**config.mk**
```make
export PLATFORM = sky130hd
export DESIGN_NAME = vx_wb_scoreboard
export DESIGN_NICKNAME = d
export VERILOG_FILES = /design/src/rtl/vx_wb_scoreboard_pkg.sv /design/src/rtl/vx_wb_scoreboard_warp_bank.sv /design/src/rtl/vx_wb_scoreboard.sv
export SDC_FILE = /design/constraint.sdc
export NUM_CORES = 1
export LEC_CHECK = 0
export BUFFER_PORTS_ARGS = -buffer_cell sky130_fd_sc_hd__buf_2
export CAP_MARGIN = 40
export CORE_ASPECT_RATIO = 1.1
export CORE_MARGIN = 3
export CORE_UTILIZATION = 55
export CTS_CLUSTER_SIZE = 12
export DETAILED_ROUTE_END_ITERATION = 7
export PLACE_DENSITY = 0.81
export SYNTH_ARGS = -nofsm -noshare
export SYNTH_HDL_FRONTEND = slang
export SYNTH_SLANG_ARGS = --single-unit
```
**constraint.sdc**
```tcl
create_clock -name clk -period 7.84 [get_ports clk]
set_clock_uncertainty 0.1 [all_clocks]
set_input_delay 0 -clock clk [delete_from_list [all_inputs] [get_ports clk]]
set_output_delay 0 -clock clk [all_outputs]
set_load 0.03 [all_outputs]
```
**src/rtl/vx_wb_scoreboard_pkg.sv**
```systemverilog
// Shared types for the writeback scoreboard.
// Warp/register geometry and the (warp, reg) entry bundle.
package vx_wb_scoreboard_pkg;

  localparam int NUM_WARPS = 4;
  localparam int NUM_REGS  = 32;
  localparam int NW_BITS   = $clog2(NUM_WARPS);
  localparam int NR_BITS   = $clog2(NUM_REGS);

  typedef struct packed {
    logic [NW_BITS-1:0] wid;
    logic [NR_BITS-1:0] rd;
  } sb_entry_t;

endpackage

```
**src/rtl/vx_wb_scoreboard_warp_bank.sv**
```systemverilog
// One warp's in-use vector and outstanding-write counter.
// Ports: set (issue), clr (eop release) -> inuse, cnt, err pulse.
module vx_sb_warp_bank
  import vx_wb_scoreboard_pkg::*;
#(
  parameter int CNT_W = 4
) (
  input  logic               clk,
  input  logic               reset,
  input  logic               set_en,
  input  logic [NR_BITS-1:0] set_rd,
  input  logic               clr_en,
  input  logic [NR_BITS-1:0] clr_rd,
  output logic [NUM_REGS-1:0] inuse,
  output logic [CNT_W-1:0]   cnt,
  output logic               err
);

  logic                hit;
  logic                inc;
  logic [NUM_REGS-1:0] inuse_n;
  logic [CNT_W-1:0]    cnt_n;

  always_comb begin
    hit     = clr_en && inuse[clr_rd];
    inc     = set_en && (set_rd != '0);
    err     = clr_en && !hit;
    inuse_n = inuse;
    cnt_n   = cnt;
    // clear first so a same-cycle set wins
    if (hit) inuse_n[clr_rd] = 1'b0;
    if (inc) inuse_n[set_rd] = 1'b1;
    unique case ({inc, hit})
      2'b10: begin
        if (cnt == '1) err = 1'b1;
        else cnt_n = cnt + CNT_W'(1);
      end
      2'b01: begin
        if (cnt == '0) err = 1'b1;
        else cnt_n = cnt - CNT_W'(1);
      end
      default: ;
    endcase
  end

  always_ff @(posedge clk or posedge reset) begin
    if (reset) begin
      inuse <= '0;
      cnt   <= '0;
    end else begin
      inuse <= inuse_n;
      cnt   <= cnt_n;
    end
  end

endmodule

```
**src/rtl/vx_wb_scoreboard.sv**
```systemverilog
// Writeback scoreboard: per-(warp,reg) hazards, counters, watchdog.
// Ports: ibuf issue (valid/ready), wb retire, idle/error/deadlock.
module vx_wb_scoreboard
  import vx_wb_scoreboard_pkg::*;
#(
  parameter int CNT_W         = 4,
  parameter int STALL_TIMEOUT = 1023
) (
  input  logic                 clk,
  input  logic                 reset,
  input  logic                 ibuf_valid,
  input  logic [NW_BITS-1:0]   ibuf_wid,
  input  logic                 ibuf_wb,
  input  logic [NR_BITS-1:0]   ibuf_rd,
  input  logic [NR_BITS-1:0]   ibuf_rs1,
  input  logic [NR_BITS-1:0]   ibuf_rs2,
  input  logic [NR_BITS-1:0]   ibuf_rs3,
  output logic                 ibuf_ready,
  input  logic                 wb_valid,
  input  logic [NW_BITS-1:0]   wb_wid,
  input  logic [NR_BITS-1:0]   wb_rd,
  input  logic                 wb_eop,
  output logic                 wb_ready,
  output logic [NUM_WARPS-1:0] warp_idle,
  output logic                 sb_error,
  output logic                 sb_deadlock
);

  localparam int WD_W = $clog2(STALL_TIMEOUT + 1);

  logic [NUM_WARPS-1:0][NUM_REGS-1:0] inuse;
  logic [NUM_WARPS-1:0][CNT_W-1:0]    cnt;
  logic [NUM_WARPS-1:0]               bank_err;
  logic [WD_W-1:0]                    wd;

  sb_entry_t     iss;
  sb_entry_t     rel_e;
  logic          rel;
  logic          rel_here;
  logic          iss_fire;
  logic          stall;
  logic [NUM_REGS-1:0] row;

  assign iss   = '{wid: ibuf_wid, rd: ibuf_rd};
  assign rel_e = '{wid: wb_wid, rd: wb_rd};
  assign rel   = wb_valid && wb_eop;

  assign wb_ready = 1'b1;

  // busy unless released by an eop writeback this same cycle
  function automatic logic busy_eff(
    input logic [NUM_REGS-1:0] r_row,
    input logic [NR_BITS-1:0]  r,
    input logic                r_rel,
    input logic [NR_BITS-1:0]  r_rd
  );
    return r_row[r] && !(r_rel && (r_rd == r));
  endfunction

  always_comb begin
    row      = inuse[iss.wid];
    rel_here = rel && (rel_e.wid == iss.wid);
    ibuf_ready =
      !busy_eff(row, ibuf_rs1, rel_here, rel_e.rd) &&
      !busy_eff(row, ibuf_rs2, rel_here, rel_e.rd) &&
      !busy_eff(row, ibuf_rs3, rel_here, rel_e.rd) &&
      !(ibuf_wb && busy_eff(row, iss.rd, rel_here, rel_e.rd)) &&
      !(ibuf_wb && (cnt[iss.wid] == '1));
  end

  assign iss_fire = ibuf_valid && ibuf_ready;
  assign stall    = ibuf_valid && !ibuf_ready;

  for (genvar w = 0; w < NUM_WARPS; w++) begin : g_bank
    vx_sb_warp_bank #(
      .CNT_W (CNT_W)
    ) u_bank (
      .clk    (clk),
      .reset  (reset),
      .set_en (iss_fire && ibuf_wb && (iss.wid == NW_BITS'(w))),
      .set_rd (iss.rd),
      .clr_en (rel && (rel_e.wid == NW_BITS'(w))),
      .clr_rd (rel_e.rd),
      .inuse  (inuse[w]),
      .cnt    (cnt[w]),
      .err    (bank_err[w])
    );
    assign warp_idle[w] = (cnt[w] == '0);
  end

  always_ff @(posedge clk or posedge reset) begin
    if (reset) begin
      sb_error    <= 1'b0;
      sb_deadlock <= 1'b0;
      wd          <= '0;
    end else begin
      if (|bank_err) sb_error <= 1'b1;
      if (stall) begin
        // saturate at the timeout; flag latches on arrival
        if (wd != WD_W'(STALL_TIMEOUT)) begin
          wd <= wd + WD_W'(1);
          if (wd == WD_W'(STALL_TIMEOUT - 1))
            sb_deadlock <= 1'b1;
        end
      end else begin
        wd <= '0;
      end
    end
  end

endmodule
```
# Yosys cells after proc, flatten, opt, wreduce, memory -nomap -nowiden
# Index checks and enable logic that the tools add are counted.
# totals
regBits,156
input_bits,35
output_inout_bits,8
wordCells,202
# classes
n_addsub,9
n_lt_le_gt_ge,8
n_eq_ne,35
muxes,58
n_bitwise,9
n_reduce_logical,72
# op_table
cell,count
32-bit two-way mux,9
32-bit bitwise AND,4
32-bit bitwise OR,4
32-bit binary-select mux with 2-bit select,1
1-bit logical AND,41
1-bit binary-select mux with 5-bit select,8
4-bit two-way mux,9
32-bit NOT,1
4-bit case mux with 2 select lines,4
"5-bit by 6-bit less-than comparator with 1-bit output, second input constant",5
"4-bit == test, second input constant",5
5-bit == test,4
10-bit two-way mux,2
1-bit two-way mux,18
"4-bit by 1-bit adder with 4-bit output, second input constant",4
"2-bit == test, second input constant",8
4-bit logical NOT,4
"2-bit != test, second input constant",8
"4-bit by 1-bit subtractor with 4-bit output, second input constant",4
3-bit AND reduction,5
1-bit logical NOT,14
"2-bit by 1-bit == test with 1-bit output, second input constant",6
"10-bit by 1-bit adder with 10-bit output, second input constant",1
1-bit demux with 5-bit select,2
12 further kinds,20

# Longest topological paths before layout
# Gate-level depths: netlist of the first run.
# logic_depth
word_depth,17
ltp_mapped,23
depth_no_buf,17

# Cells and area by module
# A second synthesis of the first run with hierarchy kept.
# unflattened
hier_cells,1436
hier_area_um2,13648.1
# by_module_without_submodules
module,n_inst,cells_per_inst,area_per_inst_um2,seq_area_each_um2
vx_wb_scoreboard,1,434,4515.6,300.3
vx_sb_warp_bank (g_bank[0].u_bank),1,254,2301.0,900.9
vx_sb_warp_bank (g_bank[1].u_bank),1,252,2287.2,900.9
vx_sb_warp_bank (g_bank[2].u_bank),1,254,2287.2,900.9
vx_sb_warp_bank (g_bank[3].u_bank),1,242,2257.2,900.9

# Least setup slack after synthesis of the first run
# Ideal clock, no wire load.
# synth_path
path_type,flip-flop to flip-flop
start,reg g_bank[1].u_bank.inuse[11]
end,reg g_bank[0].u_bank.cnt[2]
setup_time_ns,0.129
arrival_ns,3.662
t_required_ns,7.611
slack_ns,3.949
stages_incl_launch_ff,18
cell_sequence,dfrtp_1 mux4_1 mux4_2 nand3b_1 nand2_1 o311ai_2 and3_4 nand2_4 inv_2 nand4_1 ha_1 clkbuf_1 xor2_1 ha_1 a21oi_1 xnor2_1 nand2_1 xnor2_1
# synth_between
elab_chain_len,17
word_cells_on_any_way,34
classes_between,eq/ne: 4; mux: 11; reduce/logical: 19
# synth_rtl
element,line,rtl
start: declaration,vx_wb_scoreboard_warp_bank.sv:14,"output logic [NUM_REGS-1:0] inuse,"
start signal: assignment,vx_wb_scoreboard_warp_bank.sv:51,inuse <= inuse_n;
32-bit binary-select mux with 2-bit select *,vx_wb_scoreboard.sv:61,row = inuse[iss.wid];
32-bit two-way mux (implied by the code) *,vx_wb_scoreboard.sv:61,
1-bit binary-select mux with 5-bit select,vx_wb_scoreboard.sv:57,return r_row[r] && !(r_rel && (r_rd == r));
1-bit two-way mux (implied by the code),vx_wb_scoreboard.sv:57,
1-bit logical AND,vx_wb_scoreboard.sv:57,
"1-bit logical NOT, on equally long branches","vx_wb_scoreboard.sv:64, vx_wb_scoreboard.sv:65",
1-bit logical AND,vx_wb_scoreboard.sv:64,"!busy_eff(row, ibuf_rs1, rel_here, rel_e.rd) &&"
1-bit logical AND,vx_wb_scoreboard.sv:65,"!busy_eff(row, ibuf_rs2, rel_here, rel_e.rd) &&"
1-bit logical AND *,vx_wb_scoreboard.sv:66,"!busy_eff(row, ibuf_rs3, rel_here, rel_e.rd) &&"
1-bit logical AND *,vx_wb_scoreboard.sv:67,"!(ibuf_wb && busy_eff(row, iss.rd, rel_here, rel_e.rd)) &&"
via ibuf_ready,vx_wb_scoreboard.sv:18,"output logic ibuf_ready,"
1-bit logical AND *,vx_wb_scoreboard.sv:71,assign iss_fire = ibuf_valid && ibuf_ready;
1-bit logical AND * (2 in series),vx_wb_scoreboard.sv:80,".set_en (iss_fire && ibuf_wb && (iss.wid == NW_BITS'(w))),"
1-bit logical AND *,vx_wb_scoreboard_warp_bank.sv:26,inc = set_en && (set_rd != '0);
2-bit == test / 2-bit by 1-bit == test with 1-bit output (equally long branches),vx_wb_scoreboard_warp_bank.sv:33,"unique case ({inc, hit})"
2-bit != test (no line) / 2-bit nonzero test (equally long branches),--,
3-bit AND reduction (no line),--,
end signal: assignment,vx_wb_scoreboard_warp_bank.sv:52,cnt <= cnt_n;
end: declaration,vx_wb_scoreboard_warp_bank.sv:15,"output logic [CNT_W-1:0] cnt,"
# The timed path passes the listed nets; every way through them passes the cells marked *. The select of a mux whose other input is x is not followed.
# A chain may end at the register's enable or synchronous reset.

# Worst setup path in the final report of the first run
# layout_path
start,reg g_bank[0].u_bank.inuse[15]
end,reg sb_error
# layout_between
elab_chain_len,17
word_cells_on_any_way,53
classes_between,eq/ne: 8; mux: 18; reduce/logical: 27
# layout_rtl
element,line,rtl
start: declaration,vx_wb_scoreboard_warp_bank.sv:14,
start signal: assignment,vx_wb_scoreboard_warp_bank.sv:51,
32-bit binary-select mux with 2-bit select,vx_wb_scoreboard.sv:61,
32-bit two-way mux (implied by the code),vx_wb_scoreboard.sv:61,
1-bit binary-select mux with 5-bit select,vx_wb_scoreboard.sv:57,
1-bit two-way mux (implied by the code),vx_wb_scoreboard.sv:57,
1-bit logical AND,vx_wb_scoreboard.sv:57,
"1-bit logical NOT, on equally long branches","vx_wb_scoreboard.sv:64, vx_wb_scoreboard.sv:65",
1-bit logical AND,vx_wb_scoreboard.sv:64,
1-bit logical AND,vx_wb_scoreboard.sv:65,
1-bit logical AND,vx_wb_scoreboard.sv:66,
1-bit logical AND,vx_wb_scoreboard.sv:67,
1-bit logical AND,vx_wb_scoreboard.sv:71,
1-bit logical AND (2 in series),vx_wb_scoreboard.sv:80,
1-bit logical AND,vx_wb_scoreboard_warp_bank.sv:26,
2-bit by 1-bit == test with 1-bit output / 2-bit == test (equally long branches),vx_wb_scoreboard_warp_bank.sv:33,
1-bit case mux with 2 select lines,vx_wb_scoreboard_warp_bank.sv:33,
4-bit OR reduction *,vx_wb_scoreboard.sv:97,if (|bank_err) sb_error <= 1'b1;
end signal: assignment,vx_wb_scoreboard.sv:93,sb_error <= 1'b0;
end signal: assignment,vx_wb_scoreboard.sv:97,
end: declaration,vx_wb_scoreboard.sv:25,"output logic sb_error,"
# Every way passes the cells marked *; elsewhere a longest branch is shown, timed or not. The select of a mux whose other input is x is not followed.

==> results of run 1 <==
[registers in the layout, summed over array words and instances (netlist names)]
| register | flops |
|---|---|
| g_bank.u_bank.cnt | 16 |
| g_bank.u_bank.inuse | 128 |
| sb_deadlock | 1 |
| sb_error | 1 |
| wd | 10 |
[critical path: stages (launching register included)]
cell	delay (ns)
dfrtp_1	0.42
mux4_1	0.57
a22o_1	0.23
a221oi_1	0.20
o22ai_1	0.13
a311o_1	0.34
nand3_1	0.09
and3_4	0.30
nand2_4	0.13
inv_2	0.18
nand4_1	0.19
ha_1	0.34
a21oi_1	0.17
o22ai_1	0.09
nor3_1	0.13
o21ai_0	0.11
dlygate4sd3_1	0.57
[layout make-up]
| type | instances | area, sq um |
|---|---|---|
| Tap cell | 256 | 320 |
| Timing Repair Buffer | 71 | 527 |
| Sequential cell | 156 | 3900 |
| Multi-Input combinational cell | 857 | 7100 |
| Clock inverter | 12 | 185 |
| Clock buffer | 19 | 453 |
| Inverter | 13 | 53.8 |
| Fill cell | 1646 | 8100 |
[power groups by stage]
stage          Sequential, mW  Clock [mW]  Combinational [mW]
6_report                0.923       0.907               0.424
5_1_grt                 0.928       0.948               0.454
4_1_cts                 0.919       0.912               0.417
3_5_place_dp            0.933           0               0.413
3_3_place_gp            0.928           0               0.394
2_1_floorplan           0.894           0               0.332
[logic make-up after synthesis]
family                   Yosys count
AO/OA/AOI/OAI                    358
XOR/XNOR                          45
adder cells (fa/ha/maj)           18
buffers and inverters            112
flip-flops                       156
multiplexers                     142
other                              1
AND/OR/NAND/NOR                  293
[metal layers]
layer	vias to the layer above	part of all wire, %	GRT usage (%)
li1	4275	-	-
met4	2	6.3	17.0
met2	971	44	50.8
met3	236	14	10.7
met5	-	0.034	0
met1	5092	36	43.7
[cells in the final DEF (no fill, tap or decap), drive strengths merged, types with 5 or more instances in the layout]
master | netlist | layout
a211oi | 5 | 5
a21oi | 16 | 16
a22o | 5 | 5
a22oi | 22 | 22
a31oi | 9 | 9
and2 | 8 | 8
and3 | 16 | 16
buf | 50 | 65
clkbuf | 49 | 19
dfrtp | 156 | 156
dlygate4sd3 | 0 | 6
ha | 18 | 18
inv | 13 | 16
mux2 | 12 | 12
mux2i | 34 | 34
mux4 | 96 | 96
nand2 | 114 | 114
nand2b | 6 | 6
nand3 | 25 | 25
nand4 | 26 | 26
nor2 | 23 | 23
nor2b | 14 | 14
nor3 | 20 | 20
nor3b | 14 | 14
nor4 | 8 | 8
o211ai | 5 | 5
o21ai | 254 | 254
o22ai | 7 | 7
xnor2 | 27 | 27
xor2 | 18 | 18
[Yosys cell counts (all sizes together) (2+ instances only)]
| master | number | area, sq um |
|---|---|---|
| nor3 | 20 | 100 |
| nand2 | 114 | 435 |
| nand4 | 26 | 238 |
| a211o | 4 | 35.0 |
| and2b | 2 | 15.0 |
| and2 | 8 | 50.1 |
| inv | 13 | 48.8 |
| clkbuf | 49 | 185 |
| a22o | 5 | 43.8 |
| nand2b | 6 | 37.5 |
| o21ai | 254 | 1460 |
| dfrtp | 156 | 3900 |
| a31oi | 9 | 56.3 |
| a21o | 4 | 30.0 |
| nor4 | 8 | 62.6 |
| nand3 | 25 | 125 |
| o21a | 4 | 30.0 |
| nand4b | 3 | 26.3 |
| a21oi | 16 | 80.1 |
| nor2 | 23 | 88.8 |
| nor4b | 2 | 23.8 |
| o211ai | 5 | 37.5 |
| and3b | 3 | 26.3 |
| o21bai | 2 | 15.0 |
| xor2 | 18 | 158 |
| o311ai | 3 | 33.8 |
| mux4 | 96 | 2170 |
| nor3b | 14 | 110 |
| o221ai | 3 | 26.3 |
| nor2b | 14 | 87.6 |
| ha | 18 | 225 |
| a22oi | 22 | 165 |
| nand3b | 4 | 30.0 |
| and4 | 2 | 17.5 |
| mux2 | 12 | 135 |
| xnor2 | 27 | 236 |
| a221oi | 4 | 41.3 |
| a41oi | 2 | 17.5 |
| a211oi | 5 | 37.5 |
| mux2i | 34 | 340 |
| buf | 50 | 367 |
| o22ai | 7 | 43.8 |
| and3 | 16 | 105 |
[what timing repair did]
action,CTS,global route
endpoints found under the setup margin,0,0
endpoints found under the hold margin,103,0
hold buffers,6,0
[through the flow]
| step | power (mW) | cell area, sq um | hold WS, ns | util, % |
|---|---|---|---|---|
| after global routing | 2.33 | 12500 | 0.0838 | 60.8 |
| after global placement | 1.32 | 11700 | 0.0760 | 56.5 |
| final | 2.25 | 12500 | 0.0609 | 60.8 |
| after CTS | 2.25 | 12500 | 0.0399 | 60.8 |
| after detailed placement | 1.35 | 11800 | 0.0851 | 57.4 |
| after floorplan | 1.23 | 11600 | 0.0826 | - |
[worst paths after layout]
kind / start / endpoint / slack, ns / depth (start not counted)
min in group asynchronous: reset / g_bank[2].u_bank.inuse[1]$_DFF_PP0_ / 0.14 / 3
worst max-delay path: g_bank[0].u_bank.inuse[15]$_DFF_PP0_ / sb_error$_DFFE_PP0P_ / 3.43 / 16
worst min-delay path: ibuf_rd[4] / g_bank[3].u_bank.inuse[25]$_DFF_PP0_ / 0.06 / 4
worst max register to register: g_bank[0].u_bank.inuse[15]$_DFF_PP0_ / sb_error$_DFFE_PP0P_ / 3.43 / 16
worst min register to register: sb_deadlock$_DFFE_PP0P_ / sb_deadlock$_DFFE_PP0P_ / 0.39 / 1
max in group asynchronous: reset / g_bank[1].u_bank.inuse[31]$_DFF_PP0_ / 6.38 / 5
==> impl_metrics.tcl, run 1 <==
set metrics [dict create \
    finalNetCount 1169 \
    first_global_vias 10200 \
    cp_max_fo 12 \
    cts_made_buffers 17 \
    ys_ff_latch 156 \
    ant_nets 0 \
    irDropWorstVdd_uv 110 \
    syn_area_per_cell_sq_um 10.3 \
    muxShareOfSynthArea_pct 22.8 \
    syn_nets 1178 \
    synth_ff_type "dfrtp_1" \
    diodes 0 \
    synth-adder-area-share_pct 1.94 \
    cp.required_ns 8.06 \
    gp_congestion 1.04 \
    globalRouteTotalUtil_pct 33.5 \
    netlist_instances 1125 \
    clock_latency_ns 0.44 \
    power_density_nw_per_um2 180 \
    totalNegativeSetupSlack_ns 0 \
    arrival_ns 4.63 \
    setup_viol 0 \
    die_area_sq_um 22900 \
    seqPwrFrac_pct 40.9 \
    dp_hpwl_um 26300 \
    dp.cells 1347 \
    drtIter0Drc 1644 \
    hp-class "input port to register" \
    outcome "completed" \
    ys_types 75 \
    grt_overflow 0 \
    netSwitchingFraction_pct 30.3 \
    cts_tree "done" \
    cts_root_buf "clkbuf_16" \
    p_comb_share_pct 18.8 \
    yosysSeqAreaShare_pct 33.6 \
    cap_violations 0 \
    cts-htree-levels 4 \
    synth_edf_count 0 \
    internal-power_mw 1.57 \
    rows 55 \
    fin_crit_ns 4.41 \
    synth_top_family_by_area "multiplexers" \
    route.vias.total 10600 \
    die_w_um 145 \
    slew_headroom_pct 41.9 \
    worst_pin_slew_ns 0.868 \
    initial_core_util_pct 56.2 \
    dp_slack_ns 3.40 \
    die_h_um 158 \
    drc 0 \
    synth_simple_gate_area_share_pct 13.8 \
    wire_per_inst_um 27.3 \
    grt_max_degree 84 \
    p_leak_nw 4.98 \
    cts.clk_slew.worst_paths_ns 0.07 \
    synth_xor_area_share_pct 3.40 \
    path_class "register to register" \
    port_buffers 41 \
    grt_setup_unrepaired "false" \
    routed_via_density 7.64 \
    hold_viol 0 \
    core_sq_um 20600 \
    syn_to_final_growth_pct 8.09 \
    ctsResizeCount 0 \
    drive_above_1_share_pct 23.8 \
    routed_wirelength_um 37800 \
    max_freq_mhz 227 \
    switching_power_mw 0.682 \
    maxSlewViolCount 0 \
    fin_crit_sh_pct 56.3 \
    layout_setup_ws_ns 3.43 \
    startpoint_type "register" \
    async_reset_ff_share_pct 100 \
    cts_buffer_depth 2 \
    grt_pass1_wl_um 58600 \
    syn_area_sq_um 11600 \
    ios 43 \
    first_pass_iters 7 \
    yosys_warnings 0 \
    clock-sinks 156 \
    post-cts-setup-buffers 0 \
    antenna_found_initial 1 \
    clock_power_share_pct 40.3 \
    critPathCaptureType "register" \
    stdcell_count 1384 \
    synth_compound_area_share_pct 19.3 \
]
No activity file was read; power rests on OpenSTA's default activity.
==> run 2: changes to the inputs <==
Clock period 7.84 ns to 4.2 ns, I/O delays scaled along.
==> run 2 against run 1 <==
  * Via count fell by 0.99%
  * Die area did not move
  * Global-route usage is 0.74 points higher
  * Sequential cell count stayed put
  * Largest power group unchanged
==> impl_metrics.tcl, run 2 (same netlist as run 1, synthesis figures left out) <==
set metrics [dict create \
    critPathCaptureType "register" \
    grt_setup_unrepaired "false" \
    critPathLaunch "g_bank[1].u_bank.inuse[15]$_DFF_PP0_" \
    min_to "g_bank[3].u_bank.inuse[14]$_DFF_PP0_" \
    globalRouteTotalUtil_pct 34.3 \
    die_area_sq_um 22900 \
    ant_nets 0 \
    routed_wirelength_um 38600 \
    cts.clk_slew.worst_paths_ns 0.07 \
    syn_to_final_growth_pct 9.58 \
    startpoint_type "register" \
    maxSlewViolCount 0 \
    layout_common_cells "dfrtp_1, o21ai_0, nand2_1" \
    crit-reg2reg-launch "g_bank[1].u_bank.inuse[15]$_DFF_PP0_" \
    fin_util_pct 61.6 \
    cp_max_fo 6 \
    outcome "completed" \
    hp-class "input port to register" \
    hp-start "ibuf_rd[4]" \
    use_met3_pct 8.62 \
    port_buffers 41 \
    cts-htree-levels 4 \
    cts_made_buffers 17 \
    drtIter0Drc 1827 \
    irDropWorstVdd_uv 234 \
    power.total_mw 4.10 \
    routed_via_density 7.39 \
    reg2reg_depth 16 \
    cp.required_ns 4.42 \
    drive_above_1_share_pct 26.0 \
    power_density_nw_per_um2 322 \
    first_global_vias 10400 \
    die_h_um 158 \
    r2r_end "g_bank[3].u_bank.cnt[2]$_DFFE_PP0P_" \
    multi_input_area_sq_um 7110 \
    finalNetCount 1199 \
    setup_viol 0 \
    nFillCells 1616 \
    largest_register "g_bank.u_bank.inuse" \
    first_pass_iters 6 \
    fin_crit_ns 3.99 \
    max_freq_mhz 250 \
    wire_per_inst_um 27.3 \
    grt_max_degree 157 \
    path_class "register to register" \
    clock_latency_ns 0.44 \
    hold_viol 0 \
    cap_violations 0 \
    cts_buffer_depth 2 \
    core_sq_um 20600 \
    drc 0 \
    route.vias.total 10500 \
    reg2reg_slack_ns 0.21 \
    regArea_sq_um 3900 \
    use_met2_pct 53.7 \
    ios 43 \
    largest_register_ffs 128 \
    cts_tree "done" \
    layout_commonest_cell "dfrtp_1" \
    busiest_layer "met2" \
    antenna_found_initial 1 \
    gp_congestion 1.06 \
    grt_pass1_wl_um 59700 \
    met1_usage_pct 43.7 \
    clock-sinks 156 \
    worst_pin_slew_ns 0.848 \
    worstHoldPathCells 5 \
    rows 55 \
    post-cts-setup-buffers 0 \
    totalNegativeSetupSlack_ns 0 \
    cts_root_buf "clkbuf_16" \
    arrival_ns 4.22 \
    p_leak_nw 5.08 \
    grt_overflow 0 \
    slew_headroom_pct 43.5 \
    dp_hpwl_um 27600 \
    die_w_um 145 \
    largestRegisters "g_bank.u_bank.inuse (128), g_bank.u_bank.cnt (16), wd (10)" \
    initial_core_util_pct 56.2 \
    fin_crit_sh_pct 95.1 \
]
==> run 2: per-stage QoR <==
step | setup slack, ns | cell area, sq um | hold WS, ns | instances
2_1_floorplan | 0.309 | 11600 | 0.0826 | 1125
3_3_place_gp | 0.322 | 12000 | 0.209 | 1375
3_5_place_dp | 0.220 | 12100 | 0.220 | 1377
4_1_cts | 0.249 | 12700 | 0.111 | 1415
5_1_grt | 0.0196 | 12700 | 0.170 | 1417
6_report | 0.208 | 12700 | 0.145 | 1417
==> run 2: final cells by class <==
class / instances / share of cell area, %
Multi-Input combinational cell: 857 / 55.9
Clock buffer: 18 / 3.37
Timing Repair Buffer: 101 / 5.83
Sequential cell: 156 / 30.7
Inverter: 13 / 0.413
Antenna cell: 2 / 0.0394
Tap cell: 256 / 2.52
Clock inverter: 14 / 1.25
==> run 2: worst max-delay path by stage <==
stage	depth (start not counted)	slack (ns)	endpoint
after floorplan	17	0.31	g_bank[0].u_bank.cnt[2]$_DFFE_PP0P_
after global placement	17	0.32	g_bank[3].u_bank.cnt[2]$_DFFE_PP0P_
after detailed placement	17	0.22	g_bank[3].u_bank.cnt[2]$_DFFE_PP0P_
after CTS	17	0.25	g_bank[0].u_bank.cnt[2]$_DFFE_PP0P_
after global routing	17	0.02	g_bank[2].u_bank.cnt[2]$_DFFE_PP0P_
final	16	0.21	g_bank[3].u_bank.cnt[2]$_DFFE_PP0P_
==> run 2: power by group <==
group / total, mW / switching, mW / leakage, nW / internal, mW
sequential: 1.72 / 0.134 / 2.15 / 1.59
clock: 1.57 / 0.681 / 0.271 / 0.885
combinational: 0.814 / 0.482 / 2.66 / 0.332
total: 4.10 / 1.30 / 5.08 / 2.80
==> run 2: worst max-delay path, cell delays in order, from the launching register on <==
cell      delay [ns]
dfrtp_1         0.40
mux4_1          0.59
a22o_1          0.24
a221oi_1        0.25
o22ai_1         0.15
a311o_1         0.35
nand3_1         0.09
and3_4          0.20
nand2_4         0.08
or3_1           0.39
ha_1            0.23
xor2_1          0.15
ha_1            0.18
a21oi_1         0.14
xnor2_1         0.13
nand2_1         0.08
xnor2_1         0.14
==> run 2: timing repair <==
item                                    CTS  global route
hold buffers                              6             0
gates resized for setup                   0             2
endpoints found under the setup margin    0             2
endpoints found under the hold margin   168             0
==> run 2: routing by layer <==
| metal | part of all wire [%] | routed length (um) |
|---|---|---|
| met2 | 46 | 17700 |
| met1 | 36 | 13700 |
| met5 | 0 | 0 |
| met4 | 6.8 | 2620 |
| met3 | 12 | 4600 |
==> run 3: changes to the inputs <==
Settings changed: ABC_AREA set to 1.
==> run 3 against run 2 <==
  * Area after synthesis is 1.5% lower
  * First-iteration DRC count increased by 30%
  * Register-to-register slack improved by 0.06 ns
  * The flow now finishes with violations (design-rule violations)
  * Synthesized cell count increased by 51%
  * Clock-buffer cell count is 3 higher
  * Hold slack worse by 0.026 ns
  * Critical path type unchanged
  * Worst setup slack gained 0.063 ns
==> impl_metrics.tcl, run 3 <==
set metrics [dict create \
    outcome "finished with violations" \
    violations "design-rule violations" \
    largest_register_ffs 128 \
    globalRouteTotalUtil_pct 38.2 \
    port_buffers 41 \
    ios 43 \
    nFillCells 1876 \
    totalNegativeSetupSlack_ns 0 \
    power.total_mw 3.99 \
    drc 6 \
    diodes 0 \
    cp.required_ns 4.46 \
    first_pass_iters 8 \
    synth_top_area_cell "dfrtp_1" \
    setup_viol 0 \
    cts-htree-levels 4 \
    cts_buffer_depth 2 \
    arrival_ns 4.19 \
    routed_wirelength_um 43200 \
    grt_overflow 0 \
    p_leak_nw 6.39 \
    largestRegisters "g_bank.u_bank.inuse (128), g_bank.u_bank.cnt (16), wd (10)" \
    layout_common_cells "nand2_1, nand3_1, o21ai_0" \
    yosys_warnings 0 \
    cts_made_buffers 17 \
    gp_congestion 1.07 \
    critPathCaptureType "register" \
    dp_slack_ns 0.351 \
    die_h_um 157 \
    grt_setup_unrepaired "false" \
    die_area_sq_um 22600 \
    syn_area_sq_um 11400 \
    syn_nets 1748 \
    drtIter0Drc 2368 \
    wire_per_inst_um 22.0 \
    slew_headroom_pct 41.3 \
    yosysSeqAreaShare_pct 34.1 \
    path_class "register to register" \
    dp_hpwl_um 29100 \
    async_reset_ff_share_pct 100 \
    routed_via_density 6.67 \
    drive_above_1_share_pct 8.34 \
    clock-sinks 156 \
    layout_setup_ws_ns 0.270 \
    ys_ff_latch 156 \
    dp.cells 1926 \
    syn_area_per_cell_sq_um 6.75 \
    fin_crit_sh_pct 93.6 \
    finalNetCount 1754 \
    synth_edf_count 0 \
    route.vias.total 13100 \
    netlist_instances 1695 \
    first_global_vias 12100 \
    max_freq_mhz 254 \
    synth_top_cells_by_area "dfrtp_1, nand2_1, nand3_1" \
    hold_viol 0 \
    cts.clk_slew.worst_paths_ns 0.07 \
    cts_root_buf "clkbuf_16" \
    stdcell_count 1966 \
    cp_max_fo 6 \
    grt_pass1_wl_um 67700 \
    synth.most_common_cell "nand2_1" \
    power_density_nw_per_um2 319 \
    layout_commonest_cell "nand2_1" \
    synth_ff_type "dfrtp_1" \
    irDropWorstVdd_uv 269 \
    rows 54 \
    ys_types 42 \
    initial_core_util_pct 56.8 \
    syn_to_final_growth_pct 9.11 \
    die_w_um 143 \
    maxSlewViolCount 0 \
    fin_crit_ns 3.93 \
    clock_latency_ns 0.44 \
    yosys-top-cells-count "nand2_1, nand3_1, o21ai_0, dfrtp_1, nand4_1" \
    cap_violations 0 \
    grt_max_degree 157 \
    antenna_found_initial 0 \
    cts_tree "done" \
    largest_register "g_bank.u_bank.inuse" \
    worst_pin_slew_ns 0.880 \
    hp-class "input port to register" \
    yosys.area.top_type_share_pct 34.1 \
    startpoint_type "register" \
    ant_nets 0 \
    core_sq_um 20100 \
]
==> run 3: changes by cell type after synthesis, moves of 45 or more <==
cell / delta
nand2_1: +438
nand3_1: +142
nand4_1: +97
mux4_2: -94
inv_1: +89
o21ai_2: -50
o21ai_1: -47
nor2_1: +45
==> run 3: area by class of cell <==
type | count | area, sq um | share of cell area, %
timing repair buffer | 89 | 656 | 5.25
sequential | 156 | 3900 | 31.3
clock inverter | 11 | 85.1 | 0.682
multi-input combinational | 1326 | 6650 | 53.3
clock buffer | 21 | 450 | 3.61
inverter | 111 | 420 | 3.37
tap | 252 | 315 | 2.53
==> run 3: worst paths after layout <==
path                                                      start                              endpoint  slack (ns)  cells after the start
min reg2reg                             sb_deadlock$_DFFE_PP0P_               sb_deadlock$_DFFE_PP0P_        0.38                      1
min                                                  ibuf_rd[4]   g_bank[2].u_bank.inuse[4]$_DFF_PP0_        0.12                      4
max                        g_bank[1].u_bank.inuse[21]$_DFF_PP0_   g_bank[2].u_bank.cnt[3]$_DFFE_PP0P_        0.27                     27
max reg2reg                g_bank[1].u_bank.inuse[21]$_DFF_PP0_   g_bank[2].u_bank.cnt[3]$_DFFE_PP0P_        0.27                     27
min in group asynchronous                                 reset  g_bank[1].u_bank.inuse[20]$_DFF_PP0_        0.25                      4
max in group asynchronous                                 reset                     wd[7]$_DFFE_PP0P_        3.10                      4
==> run 3: timing repair <==
item,4_1_cts,5_1_grt
gates resized for setup,0,1
endpoints found under the setup margin,0,1
setup buffers,0,2
hold buffers,6,0
hold endpoints to repair,169,0
==> run 3: logic make-up after synthesis <==
group                      count (synthesis)  share of synthesized area [%]
DFF                                      156                           34.1
other                                      1                         0.0328
buffers and inverters                    213                           7.90
and+or+nand+nor                          952                           36.4
AOI/OAI and AO/OA                        315                           16.5
xor gates and xnor gates                  40                           3.06
adders and majority gates                 18                           1.97
==> run 3: through the flow <==
step	cell area (sq um)	hold WS (ns)	utilization (%)
6_report	12500	0.118	62.0
3_3_place_gp	11800	0.217	58.8
3_5_place_dp	11900	0.226	58.9
4_1_cts	12500	0.0937	61.9
2_1_floorplan	11400	0.0606	-
5_1_grt	12500	0.130	62.0
==> run 3: metal layers <==
metal / vias up / track usage (%) / routed length (um)
met1: 6092 / 52.5 / 17100
met5: - / 0 / 0
li1: 5810 / - / -
met4: 0 / 18.4 / 2290
met2: 1014 / 57.0 / 18300
met3: 196 / 8.78 / 5500
==> run 3: worst max-delay path, stage by stage, from the launching register on <==
cell and delay, ns:
dfrtp_1 0.41, nand2_1 0.07, o21ai_0 0.21, nand2_1 0.19, nand2_1 0.10, nand2_1 0.07, nand2_1 0.05, o21ai_1 0.14
nand2_1 0.06, nor2_1 0.12, nand2_1 0.06, nand2_1 0.09, nand2_1 0.06, nand2_1 0.05, nand2_1 0.10, nor3_4 0.32
buf_4 0.17, nand2_2 0.11, nor2_2 0.15, inv_2 0.05, ha_1 0.24, nor2_1 0.15, inv_1 0.05, nand2_1 0.09
o22ai_1 0.10, or2_2 0.28, nand3_1 0.10, xor2_1 0.14
==> run 3: power by group <==
part / internal (mW) / switching, mW
clock network: 0.778 / 0.680
registers: 1.59 / 0.120
logic: 0.260 / 0.560
